## config.mk

```make
export PLATFORM = sky130hd
export DESIGN_NAME = key_scanner
export DESIGN_NICKNAME = d
export VERILOG_FILES = /design/src/rtl/key_scanner_pkg.sv /design/src/rtl/key_scanner_col_sync.sv /design/src/rtl/key_scanner.sv
export SDC_FILE = /design/constraint.sdc
export NUM_CORES = 1
export LEC_CHECK = 0
export BUFFER_PORTS_ARGS = -buffer_cell sky130_fd_sc_hd__buf_2
export CORE_AREA = 2 2 56 58
export CTS_BUF_LIST = sky130_fd_sc_hd__clkbuf_4 sky130_fd_sc_hd__clkbuf_8
export CTS_CLUSTER_DIAMETER = 60
export CTS_CLUSTER_SIZE = 8
export DETAILED_ROUTE_END_ITERATION = 12
export DIE_AREA = 0 0 58 60
export PLACE_DENSITY = 0.74
export SKIP_CTS_REPAIR_TIMING = 1
export SKIP_LAST_GASP = 1
export SLEW_MARGIN = 15
export SYNTH_ARGS = -nofsm -noshare
export SYNTH_HDL_FRONTEND = slang
export SYNTH_SLANG_ARGS = --single-unit
```

## constraint.sdc

```tcl
create_clock -name clk -period 1.65 [get_ports clk]
set_clock_uncertainty 0.05 [all_clocks]
set_input_delay 0.33 -clock clk [delete_from_list [all_inputs] [get_ports clk]]
set_output_delay 0.33 -clock clk [all_outputs]
set_load 0.005 [all_outputs]
```

## src/rtl/key_scanner_pkg.sv

```systemverilog
`default_nettype none
// +--------------------------------------------------------------------+
// | key_scanner_pkg : shared types/constants for the 4x4 key scanner    |
// | Rev 1.0                                                             |
// +--------------------------------------------------------------------+
package key_scanner_pkg;

   localparam int NUM_ROWS = 4;
   localparam int NUM_COLS = 4;
   localparam int CODE_W   = 4;

   typedef logic [2:0] state_t;

   localparam logic [2:0] ST_SCAN     = 3'd0;
   localparam logic [2:0] ST_SETTLE   = 3'd1;
   localparam logic [2:0] ST_DEBOUNCE = 3'd2;
   localparam logic [2:0] ST_EMIT     = 3'd3;
   localparam logic [2:0] ST_RELEASE  = 3'd4;

   // Index of the lowest active-low column; only called when one is low.
   function automatic logic [1:0] lowest_low(input logic [3:0] s);
      if (!s[0])      return 2'd0;
      else if (!s[1]) return 2'd1;
      else if (!s[2]) return 2'd2;
      else            return 2'd3;
   endfunction

endpackage
`default_nettype wire

```

## src/rtl/key_scanner_col_sync.sv

```systemverilog
`default_nettype none
// +--------------------------------------------------------------------+
// | col_sync : 2-flop synchronizer for the column sense lines           |
// | Rev 1.0                                                             |
// +--------------------------------------------------------------------+
module col_sync (
   input  logic       clk,
   input  logic       rst,
   input  logic [3:0] d_i,
   output logic [3:0] q_o
);

   logic [3:0] meta_q;
   logic [3:0] sync_q;

   always_ff @(posedge clk or posedge rst) begin
      if (rst) begin
         meta_q <= 4'hF;
         sync_q <= 4'hF;
      end else begin
         meta_q <= d_i;
         sync_q <= meta_q;
      end
   end

   assign q_o = sync_q;

endmodule
`default_nettype wire

```

## src/rtl/key_scanner.sv

```systemverilog
`default_nettype none
// +--------------------------------------------------------------------+
// | key_scanner : 4x4 keypad scanner with debounce and key handshake    |
// | Optional auto-repeat: define KEY_SCANNER_REPEAT_EN.  Rev 1.0        |
// +--------------------------------------------------------------------+
module key_scanner
   import key_scanner_pkg::*;
#(
   parameter int SETTLE_W = 4,
   parameter int STABLE_W = 2,
   parameter int REPEAT_W = 8
) (
   input  logic              clk,
   input  logic              rst,
   output logic [3:0]        row_n,
   input  logic [3:0]        col_n,
   output logic [CODE_W-1:0] key_code,
   output logic              key_valid,
   input  logic              key_ready,
   output logic              overrun
);

   if (SETTLE_W < 1 || STABLE_W < 1 || REPEAT_W < 1) begin : g_param_check
      $error("key_scanner: counter widths must be at least 1");
   end

   logic [3:0]          sample;
   logic [3:0]          prev_q;
   state_t              state_q, state_d;
   logic [1:0]          row_q, row_d;
   logic [1:0]          col_q, col_d;
   logic [SETTLE_W-1:0] settle_q, settle_d;
   logic [STABLE_W-1:0] stable_q, stable_d;
   logic [3:0]          row_n_q;
   logic [CODE_W-1:0]   key_code_q;
   logic                key_valid_q;
   logic                overrun_q;
   logic                do_emit;
`ifdef KEY_SCANNER_REPEAT_EN
   logic [REPEAT_W-1:0] rep_q, rep_d;
`endif

   col_sync u_col_sync (
      .clk (clk),
      .rst (rst),
      .d_i (col_n),
      .q_o (sample)
   );

   always_comb begin
      state_d  = state_q;
      row_d    = row_q;
      col_d    = col_q;
      settle_d = settle_q;
      stable_d = stable_q;
      do_emit  = 1'b0;
`ifdef KEY_SCANNER_REPEAT_EN
      rep_d    = rep_q;
`endif
      case (state_q)
         ST_SCAN: begin
            settle_d = '0;
            state_d  = ST_SETTLE;
         end
         ST_SETTLE: begin
            if (settle_q == '1) begin
               if (sample == 4'hF) begin
                  row_d   = row_q + 2'd1;
                  state_d = ST_SCAN;
               end else begin
                  col_d    = lowest_low(sample);
                  stable_d = '0;
                  state_d  = ST_DEBOUNCE;
               end
            end else begin
               settle_d = settle_q + 1'b1;
            end
         end
         ST_DEBOUNCE: begin
            if (sample[col_q])          state_d  = ST_SCAN;
            else if (sample != prev_q)  stable_d = '0;
            else if (stable_q == '1)    state_d  = ST_EMIT;
            else                        stable_d = stable_q + 1'b1;
         end
         ST_EMIT: begin
            do_emit  = 1'b1;
            stable_d = '0;
            state_d  = ST_RELEASE;
`ifdef KEY_SCANNER_REPEAT_EN
            rep_d    = '0;
`endif
         end
         ST_RELEASE: begin
            if (sample != 4'hF) begin
               stable_d = '0;
            end else if (stable_q == '1) begin
               row_d   = row_q + 2'd1;
               state_d = ST_SCAN;
            end else begin
               stable_d = stable_q + 1'b1;
            end
`ifdef KEY_SCANNER_REPEAT_EN
            // Repeat timer runs only while the latched key is still down.
            if (!sample[col_q]) begin
               if (rep_q == '1) begin
                  do_emit = 1'b1;
                  rep_d   = '0;
               end else begin
                  rep_d = rep_q + 1'b1;
               end
            end else begin
               rep_d = '0;
            end
`endif
         end
         default: state_d = ST_SCAN;
      endcase
   end

   always_ff @(posedge clk or posedge rst) begin
      if (rst) begin
         state_q     <= ST_SCAN;
         row_q       <= 2'd0;
         col_q       <= 2'd0;
         settle_q    <= '0;
         stable_q    <= '0;
         prev_q      <= 4'hF;
         row_n_q     <= 4'hF;
         key_code_q  <= '0;
         key_valid_q <= 1'b0;
         overrun_q   <= 1'b0;
      end else begin
         state_q  <= state_d;
         row_q    <= row_d;
         col_q    <= col_d;
         settle_q <= settle_d;
         stable_q <= stable_d;
         prev_q   <= sample;
         row_n_q  <= ~(4'b0001 << row_d);
         if (do_emit) begin
            key_code_q  <= {row_q, col_q};
            key_valid_q <= 1'b1;
            if (key_valid_q && !key_ready) overrun_q <= 1'b1;
         end else if (key_valid_q && key_ready) begin
            key_valid_q <= 1'b0;
         end
      end
   end

`ifdef KEY_SCANNER_REPEAT_EN
   always_ff @(posedge clk or posedge rst) begin
      if (rst) rep_q <= '0;
      else     rep_q <= rep_d;
   end
`endif

   assign row_n     = row_n_q;
   assign key_code  = key_code_q;
   assign key_valid = key_valid_q;
   assign overrun   = overrun_q;

endmodule
`default_nettype wire

```

==> results of run 1 <==
registers in the layout, summed over array words and instances (netlist names):
name,count
key_code,4
row_q,2
prev_q,4
col_q,2
state_q,3
u_col_sync.q_o,4
key_valid,1
row_n,4
overrun,1
u_col_sync.meta_q,4
stable_q,2
settle_q,4
worst max path at each step:
stage,start,end,slack (ns),depth (start not counted)
6_report,col_q[0],state_q[1],-0.08,3
5_1_grt,col_q[0],state_q[1],-0.14,3
4_1_cts,col_q[0],state_q[1],-0.13,3
3_5_place_dp,col_q[0],state_q[1],-0.11,3
3_3_place_gp,col_q[0],state_q[1],0.02,3
2_1_floorplan,settle_q[0],row_n[3],-0.1,6
metrics by stage:
step | setup TNS [ns] | worst slack (ns)
floorplan | -0.129 | -0.0969
global placement | 0 | 0.0213
finish | -0.0798 | -0.0798
detailed placement | -0.120 | -0.112
global route | -0.259 | -0.143
CTS | -0.154 | -0.133
final cells by class:
| class | instances | area share [%] |
|---|---|---|
| flip-flops and latches | 35 | 48.8 |
| multi-input cells | 77 | 30.2 |
| repair buffers | 37 | 13.8 |
| clock buffers | 8 | 3.95 |
| well taps | 33 | 2.25 |
| inverters | 5 | 1.02 |
power by group through the flow:
stage | Sequential [uW] | Clock, uW | Combinational [uW]
global route | 1180 | 581 | 912
floorplan | 1160 | 0 | 453
global placement | 1160 | 0 | 748
finish | 1160 | 532 | 830
detailed placement | 1170 | 0 | 789
CTS | 1150 | 543 | 802
layout by cell type (no fill, tap or decap), drive strengths merged, types with 2 or more instances in the layout:
| cell type | n |
|---|---|
| nand3 | 5 |
| clkbuf | 8 |
| xor2 | 5 |
| mux2 | 4 |
| nand4 | 3 |
| nand2b | 3 |
| o21ai | 9 |
| a21oi | 6 |
| nor2 | 6 |
| and3 | 2 |
| nor3b | 2 |
| dfstp | 16 |
| buf | 36 |
| mux2i | 3 |
| nor3 | 2 |
| or3 | 3 |
| dfrtp | 19 |
| nand2 | 8 |
| inv | 5 |
per-layer routing:
| layer | vias up | track usage, % | share of wire (%) |
|---|---|---|---|
| met3 | 9 | 4.76 | 3.9 |
| li1 | 514 | - | - |
| met2 | 29 | 31.5 | 51 |
| met4 | 0 | 8.97 | 2.5 |
| met1 | 522 | 21.8 | 42 |
| met5 | - | 0 | 0 |
kinds of logic after synthesis:
kind of cell / count (synthesis) / synth area share [%]
flip-flops: 35 / 61.5
AND/OR/NAND/NOR: 38 / 14.6
adder cells (fa/ha/maj): 1 / 0.858
buffers and inverters: 8 / 2.40
AO/OA/AOI/OAI: 25 / 11.0
multiplexers: 8 / 6.70
XOR/XNOR: 5 / 3.00
==> reports/summary.md, run 1 <==
The run finished, with violations left. The final reports fail on setup timing. For the number of detailed-routing iterations run before antenna repair, the log shows 4.

The standard-cell row count came out at 20. In the final design database the tool counted 169 nets. The die is 60 um tall.

In the synthesized netlist, the number of instances is 120. The run gives 128 as the number of nets produced by synthesis. The floorplan step set the die width to 58 um. The switching fraction of total power works out to 31.9%. Combinational logic is responsible for 33.0% of the overall power.

The share of flip-flops with an asynchronous set or reset after synthesis is 100%, and the data required time of the critical path is 1.82 ns. Of the available clock period, the critical path in the final layout requires 105%. Counting instances in the post-synthesis netlist gives the leading cell types as dfrtp_1 (19), dfstp_2 (16), o21ai_0 (9), nand2_1 (8). The actual transition at the worst max-transition pin came out at 0.482 ns. Traced cell by cell, the critical path runs through mux4_2, or3_4, a222oi_1.

Maximum resistive drop on vdd: 0.959 mV. The mean area per synthesized cell came out at 12.1 um^2. The startpoint identified for the worst hold timing path is col_n[1]. The number of enable flip-flop cells after synthesis is 0, and the sequential share of power is 45.9%. 0 antenna diodes ended up in the layout. Number of global-route vias before repair: 1107. The type of origin of the critical path is a flop.

The initial antenna violation count came out at 0. The number of clock buffers added by TritonCTS is 5. During placement, the flow inserted port buffers numbering 16. The aggregate global routing overflow was 0; the clock network fraction of total power was 21.1%.

The post-route DRC violation count was 0. Setup repair after global routing could not meet its margin everywhere. The number of cells on the worst hold path came out at 1. The worst-path cell with the longest stage delay was mux4_2.

The analysis attributes to cell leakage a power of 0.000853 uW. Setup slack on the worst reg-to-reg path comes out at -0.08 ns. The floorplan step defined a core boundary enclosing 0.00290 mm^2. The number of pins with negative max-slew slack in the final report was 0.

The cell area power density was 1370 mW/mm^2. TritonCTS built the clock tree. Reg-to-reg endpoint: state_q[1]. The sequential cells in the finished layout cover a total of 896 um^2.

The via density per instance is 5.51. Among all flip-flop cells after synthesis, the most frequent one is dfrtp_1. Data arrives at the worst endpoint at 1.90 ns.

For the final weighted congestion in routability-driven placement, the log shows 0.934. The buffer and inverter count on the worst path came out at 0. The end point of the most critical hold path is u_col_sync.meta_q[1]. Cells fill 63.3% of the core in the end. Including well taps, the total number of placed cells is 185. After synthesis, the cell types taking the most area are dfrtp_1 (33%), dfstp_2 (29%), o21ai_0 (3.1%).

The synthesized design contains 35 register bits. In this run the number of H-tree levels came out at 2. The top cell type's share of synthesized area is 32.6%, and the least setup slack across all paths after layout is -0.0798 ns. The tools report the routed wire length as 2870 um. The type of the worst min-delay path is in -> reg. The clock sink count came out at 35. The logs give 18.5% for the global-route usage over all layers and 17 for the maximum number of pins on one net before global-route repair. Pin placement for this block handled 17 I/O pins. Across all hold checks on the routed design, the worst slack comes to 0.0450 ns. In this design, the largest share of critical-path delay is due to multiplexers. In this run the worst path has a maximum fanout of 2. Summing all multi-input logic gate instances after layout gives 556 um^2.

In this run the tightest slew margin relative to its limit is 67.8%. STA classifies the critical path endpoint as a flop. The die covers 0.00348 mm^2. The longest clock path from root to sink contains 2 buffers. The share of the Yosys chip area taken by registers is 61.5%. After layout, the minimum clock period comes to 1.73 ns.

Worst reg-to-reg path cell count: 3. The growth of design area from synthesis to finish is 26.0%, and the non-filler instance count after layout is 195. The HPWL after detailed placement was 2130 um; the fraction of final layout cells sized beyond drive strength 1 was 46.3%. For the number of different library cells in the post-synthesis netlist, the log shows 36.

The wire length of the first global-routing pass is 4740 um, and the number of fill cells in the layout is 210. During synthesis, Yosys emitted a total of 0 warnings. Summing every instance area after synthesis gives 0.00146 mm^2.

Cell with the most instances after synthesis: dfrtp_1. Type of the setup path with the least slack: reg -> reg. For this run, the top clock speed supported by timing is 578 MHz.

Power comes to 2520 uW. The run gives 0 as the max-cap violation count. Once placement finished, the instance area stood at 0.00173 mm^2. The startpoint of the worst register-to-register path was col_q[0]. The largest stage delay on the critical path works out to 0.52 ns. Number of DRC markers in iteration 0: 32.

The tools report the internal portion of total power as 1720 uW. The CTS clock-pin slew for the worst setup and hold paths works out to 0.10 ns. The root buffer cell chosen for the clock tree is clkbuf_4.

The clock reaches the later pin of the worst-skew pair after 0.34 ns. Power dissipated by switching net loads: 802 uW. Once detail routing completed, the nets flagged for antenna violations numbered 0.

The number of hold violations in the final report is 0, and the via count of the routed design is 1074. The initial utilization of the core area, before any placement, comes to 50.2%. In the final routed layout, each cell accounts on average for 14.7 um.

The biggest area contributor in the post-synthesis netlist is dfrtp_1. The number of failing setup endpoints in the final timing report came out at 1. After routing the design area is 0.00184 mm^2.
(Power assumes the default switching activity.)
==> run 2, diff against run 1 <==
- CORE_AREA: 2 2 56 58 -> 2 2 58 60
- DIE_AREA: 0 0 58 60 -> 0 0 60 62
- PLACE_DENSITY: 0.74 -> 0.69
==> reports/summary.md, run 2 (same netlist as run 1, synthesis figures left out) <==
The design draws 2430 uW. The total overflow left after global routing is 0. In the finished design, the share of the clock period the worst path needs comes to 99.8%.

The run gives 5 as the number of buffers created by CTS. Once the floorplan was initialized, standard cells occupied 45.8% of the core. The quantity of I/O buffers inserted on ports is 16. In this run the critical register-to-register path is captured at row_n[3]. The total placed cells including tap cells was 194; the clock latency on the worst-skew pair was 0.34 ns.

The die is 62 um tall. The internal portion of total power came out at 1630 uW. For this design the ratio of total power to cell area is 1350 mW/mm^2.

For the post-route DRC violation count, the log shows 0. The logs give 0 for the number of antenna-violating nets in the routed design and 23 for the number of DRC markers in iteration 0. The multi-input combinational cells in the finished layout cover a total of 557 um^2.

After detailed routing, the average wire length per cell comes to 13.7 um. The HPWL after detailed placement was 1970 um; the post-place setup slack was -0.0286 ns. The library cells used most frequently in the layout, excluding fill and tap cells, are dfrtp_1 (18), buf_4 (17), buf_2 (16), dfstp_2 (16). Setup repair after global routing could not meet its margin everywhere. For this run, the post-layout net count is 165. The logs give 795 uW for the power dissipated by switching net loads and 35 for the clock sink count.

The clock passes through at most 2 buffers. The startpoint identified for the worst register-to-register timing path is settle_q[1]. Row generation in the floorplan step produced 21 rows. The via density per instance works out to 5.25.

In this run the static leakage power is 0.000821 uW. The tools report the routed wire length as 2800 um. The tools report the total inserted antenna cells as 0.

Measured in cells, the most critical reg-to-reg path has a length of 5. At the end of routability-driven placement, the weighted congestion stood at 0.899. Setup slack on the worst reg-to-reg path comes out at 0.004 ns.

For the number of pins with negative max-slew slack in the final report, the log shows 0. The filler cells instantiated in the layout total 269. The floorplan step defined a core boundary enclosing 0.00318 mm^2. Headroom to the max-slew limit came out at 69.5%. The logs give 204 for the non-filler instance count after layout and 2 for the number of H-tree levels. The data required time of the critical path is 1.87 ns. STA classifies the critical path startpoint as a flop. The worst path meets setup with 0.00382 ns of slack. The cell sitting at the root of the clock tree is a clkbuf_4. The tools report the die outline area as 0.00372 mm^2. Relative to the synthesized area, the layout overhead comes to 23.6%. Leaving out fill and tap cells, the most frequent cell in the layout is dfrtp_1.

The min-delay analysis places its worst path in the category in -> async. The initial antenna violation count came out at 0. From left edge to right edge, the die measures 60 um.

Based on the critical path, the design can be clocked at up to 607 MHz. Across the VDD grid, the largest voltage drop is 0.755 mV. The run gives 1010 as the number of global-route vias before repair.

The endpoint kind of the worst setup timing path was a flop. The run finished with clean final reports. The switching fraction of total power is 32.7%, and the maximum fanout count along the critical path is 5.

The tools report the number of failing setup endpoints in the final timing report as 0. Type of the setup path with the least slack: reg -> reg. The tools report the via count of the routed design as 1070.

Per report_power, the clock group accounts for 20.8% of the total. The wire length of the first global-routing pass came out at 4560 um. The max-cap violation count is 0, and the actual transition at the worst max-transition pin is 0.455 ns. Global routing used 17.3% of the available tracks across all layers. In the final layout, flip-flops and latches occupy 897 um^2. The power share of the combinational group is 31.1%, and the CTS clock-pin slew for the worst setup and hold paths is 0.11 ns. The time the final worst path needs with I/O delays and setup is 1.65 ns. TritonCTS built the clock tree.

Data arrives at the worst endpoint at 1.87 ns. The number of hold violations in the final report is 0, and the worst hold slack after final layout is 0.0180 ns. Entering global routing, the biggest net connects 36 pins.

The fraction of final layout cells sized beyond drive strength 1 is 46.2%, and the total I/O pin count is 17. The run gives 48.0% as the sequential share of power. The number of detailed-routing iterations run before antenna repair is 4.
==> run 2: critical path, cell delays in order, from the launching register on <==
cell	delay (ns)
dfrtp_1	0.40
ha_2	0.20
and3_4	0.18
a32o_1	0.23
and3_4	0.17
or3b_4	0.36
==> run 2: layout make-up <==
type	instances	share of cell area, %
inverters	5	1.04
repair buffers	33	11.5
multi-input cells	77	30.9
well taps	46	3.19
flip-flops and latches	35	49.8
clock buffers	7	3.26
clock inverters	1	0.278
==> run 2: power by group through the flow <==
stage	sequential [uW]	combinational, uW	clock, uW
after CTS	1160	735	527
after global routing	1190	838	575
after global placement	1160	704	0
after floorplan	1160	453	0
final	1170	756	506
after detailed placement	1170	730	0
==> run 2: routing by layer <==
| metal | global-route usage, % | wire [um] |
|---|---|---|
| met2 | 27.6 | 1420 |
| met3 | 5.18 | 111 |
| met4 | 9.21 | 81 |
| met5 | 0 | 0 |
| met1 | 21.4 | 1190 |
==> run 2: metrics by stage <==
step,TNS (ns),cell area [um^2],utilization [%]
floorplan,-0.129,1470,-
global placement,0,1700,53.4
detailed placement,-0.0286,1700,53.4
CTS,-0.0550,1760,55.5
global route,-0.0919,1800,56.7
finish,0,1800,56.7
==> run 2: how the worst max path moves through the flow <==
| stage | start | to | slack [ns] | depth (start not counted) |
|---|---|---|---|---|
| after CTS | settle_q[1] | row_n[3] | -0.04 | 5 |
| after global placement | col_q[0] | state_q[1] | 0.02 | 3 |
| after global routing | col_q[0] | state_q[1] | -0.04 | 3 |
| after floorplan | settle_q[0] | row_n[3] | -0.1 | 6 |
| final | settle_q[1] | row_n[3] | 0.004 | 5 |
| after detailed placement | settle_q[1] | row_n[3] | -0.03 | 5 |
==> run 3, diff against run 2 <==
- HOLD_SLACK_MARGIN: not set -> 0.03
==> reports/summary.md, run 3 (same netlist as run 1, synthesis figures left out) <==
The clock sink count was 35; the number of failing setup endpoints in the final timing report was 0. Timing would allow up to 608 MHz. The initial antenna violation count is 0. The mean routed wirelength per cell is 13.8 um.

After the first detailed-routing iteration, the DRC count stood at 26. For the finished layout, the period the worst path requires is 1.65 ns. The tools report the arrival time of data at the critical path endpoint as 1.87 ns. In the routed design, unresolved DRC markers number 0.

The H-tree generated during clock tree synthesis spans 2 levels. The worst-case IR drop observed on VDD is 0.753 mV. The tools report the core box area as 0.00318 mm^2. Routability-driven placement finished with a final weighted congestion of 0.899. The period utilization came out at 99.7%. The cell area power density was 1320 mW/mm^2; the maximum number of pins on one net before global-route repair was 36. The total inserted antenna cells is 0. The fraction of met3 tracks used by global routing came out at 5.18%. The leakage power total is 0.000838 uW, and the maximum fanout count along the critical path is 5. The startpoint identified for the worst register-to-register timing path is settle_q[1]. The tools report the power after layout as 2430 uW. Row generation in the floorplan step produced 21 rows. In this design, the stage delay of the slowest critical-path cell is 0.40 ns. Clock latency on the worst-skew pair, taken at its later pin, is 0.34 ns. Met1 track utilization from global routing: 21.4%.

The floorplan step defined a die boundary enclosing 0.00372 mm^2. For the routed wire length, the log shows 2870 um. In this run the horizontal extent of the chip is 60 um. The final-stage net count is 169, and the via density per instance is 5.22. The first global-routing pass estimated 4560 um of wire. Met2 layer usage reported by global route: 27.6%. For the number of global-route vias before repair, the log shows 1010. After global routing, the most crowded layer is met2. Root buffer cell: clkbuf_4. The max-cap violation count was 0; the data required time of the critical path was 1.87 ns. For the number of pins with negative max-slew slack in the final report, the log shows 0.

The endpoint kind of the worst setup timing path was a flop. The starting density of the core was 45.8%. For this design, the slowest cell found on the critical path is dfrtp_1. Excluding fillers, the count of instances in the completed layout stands at 208. The number of detailed-routing iterations run before antenna repair is 4. The library cells used most frequently in the layout, excluding fill and tap cells, are dfrtp_1 (18), buf_4 (17), buf_2 (16), dfstp_2 (16).

The critical path starts at settle_q[1]. Global routing used 17.3% of the available tracks. The flow ran to the end, and the final reports show no timing, DRC or antenna violations. Setup repair after global routing could not meet its margin everywhere.

Most repeated library cell on the critical path: and3_4. CTS clock-pin slew for the worst setup and hold paths: 0.11 ns. The total placed cells including tap cells came out at 194. The type of origin of the critical path was a flop. The routed layout has 1086 vias. The number of hold violations in the final report is 0, and the growth of design area from synthesis to finish is 26.4%. The number of clock buffers added by TritonCTS is 5.

The maximum clock insertion buffer count was 2. The die is 62 um tall. The type of the setup path with the least slack was reg -> reg.

Buffers placed on the I/O ports in this run total 16. The number of antenna-violating nets in the routed design is 0. The headroom to the max-slew limit was 69.5%. Summed over all nets, the half-perimeter wirelength after detailed placement is 1970 um. The tightest min-delay check is of the in -> async type. The actual transition at the worst max-transition pin works out to 0.455 ns. The signal on the critical path passes through ha_2, and3_4, a32o_1, and3_4, or3b_4.

The fraction of final layout cells sized beyond drive strength 1 came out at 45.1%. The total I/O pin count is 17, and the aggregate global routing overflow is 0. The most common library cell in the layout ignoring fill and taps is dfrtp_1. TritonCTS built the clock tree.
-- run 3: changes by cell type in the layout (fill, tap and decap cells not counted) --
cell and delta:
dlygate4sd3_1 +4
-- run 3: critical path, delay by kind of cell (launching register included) --
family | cells | cell delay [ns]
simple gates | 3 | 0.71
fa+ha+maj | 1 | 0.20
flops | 1 | 0.40
compound gates | 1 | 0.23
-- run 3: layout make-up --
cell class / count / area (um^2)
fill: 265 / 1340
sequential: 35 / 897
multi-input combinational: 77 / 557
timing repair buffer: 37 / 248
clock buffer: 7 / 58.8
tap: 46 / 57.6
inverter: 5 / 18.8
clock inverter: 1 / 5.00
-- run 3: per-layer routing --
metal	share of wire, %	up-vias	routed length, um
li1	-	516	-
met4	2.5	0	71
met5	0	-	0
met2	52	26	1480
met3	3.9	9	111
met1	42	535	1200
-- run 3: worst paths after layout --
kind / end / slack (ns) / depth (start not counted)
max: row_n[3] / 0.005 / 5
max reg2reg: row_n[3] / 0.005 / 5
min reg2reg: u_col_sync.q_o[2] / 0.29 / 0
min in group clk: key_valid / 0.21 / 3
min: col_q[1] / 0.02 / 3
max in group asynchronous: u_col_sync.meta_q[1] / 1.18 / 3
-- run 3: stage by stage --
stage | TNS (ns) | hold WS, ns | cell area (um^2) | worst slack [ns] | util [%]
floorplan | -0.129 | 0.284 | 1470 | -0.0969 | -
global placement | 0 | 0.296 | 1700 | 0.0153 | 53.4
detailed placement | -0.0286 | 0.297 | 1700 | -0.0286 | 53.4
CTS | -0.0550 | 0.0153 | 1760 | -0.0391 | 55.5
global route | -0.0919 | 0.0382 | 1840 | -0.0354 | 57.9
finish | 0 | 0.0187 | 1840 | 0.00463 | 57.9
-- run 3: power by group --
| group | switching [uW] | internal [uW] |
|---|---|---|
| registers | 138 | 1030 |
| logic | 373 | 389 |
| clock network | 283 | 223 |
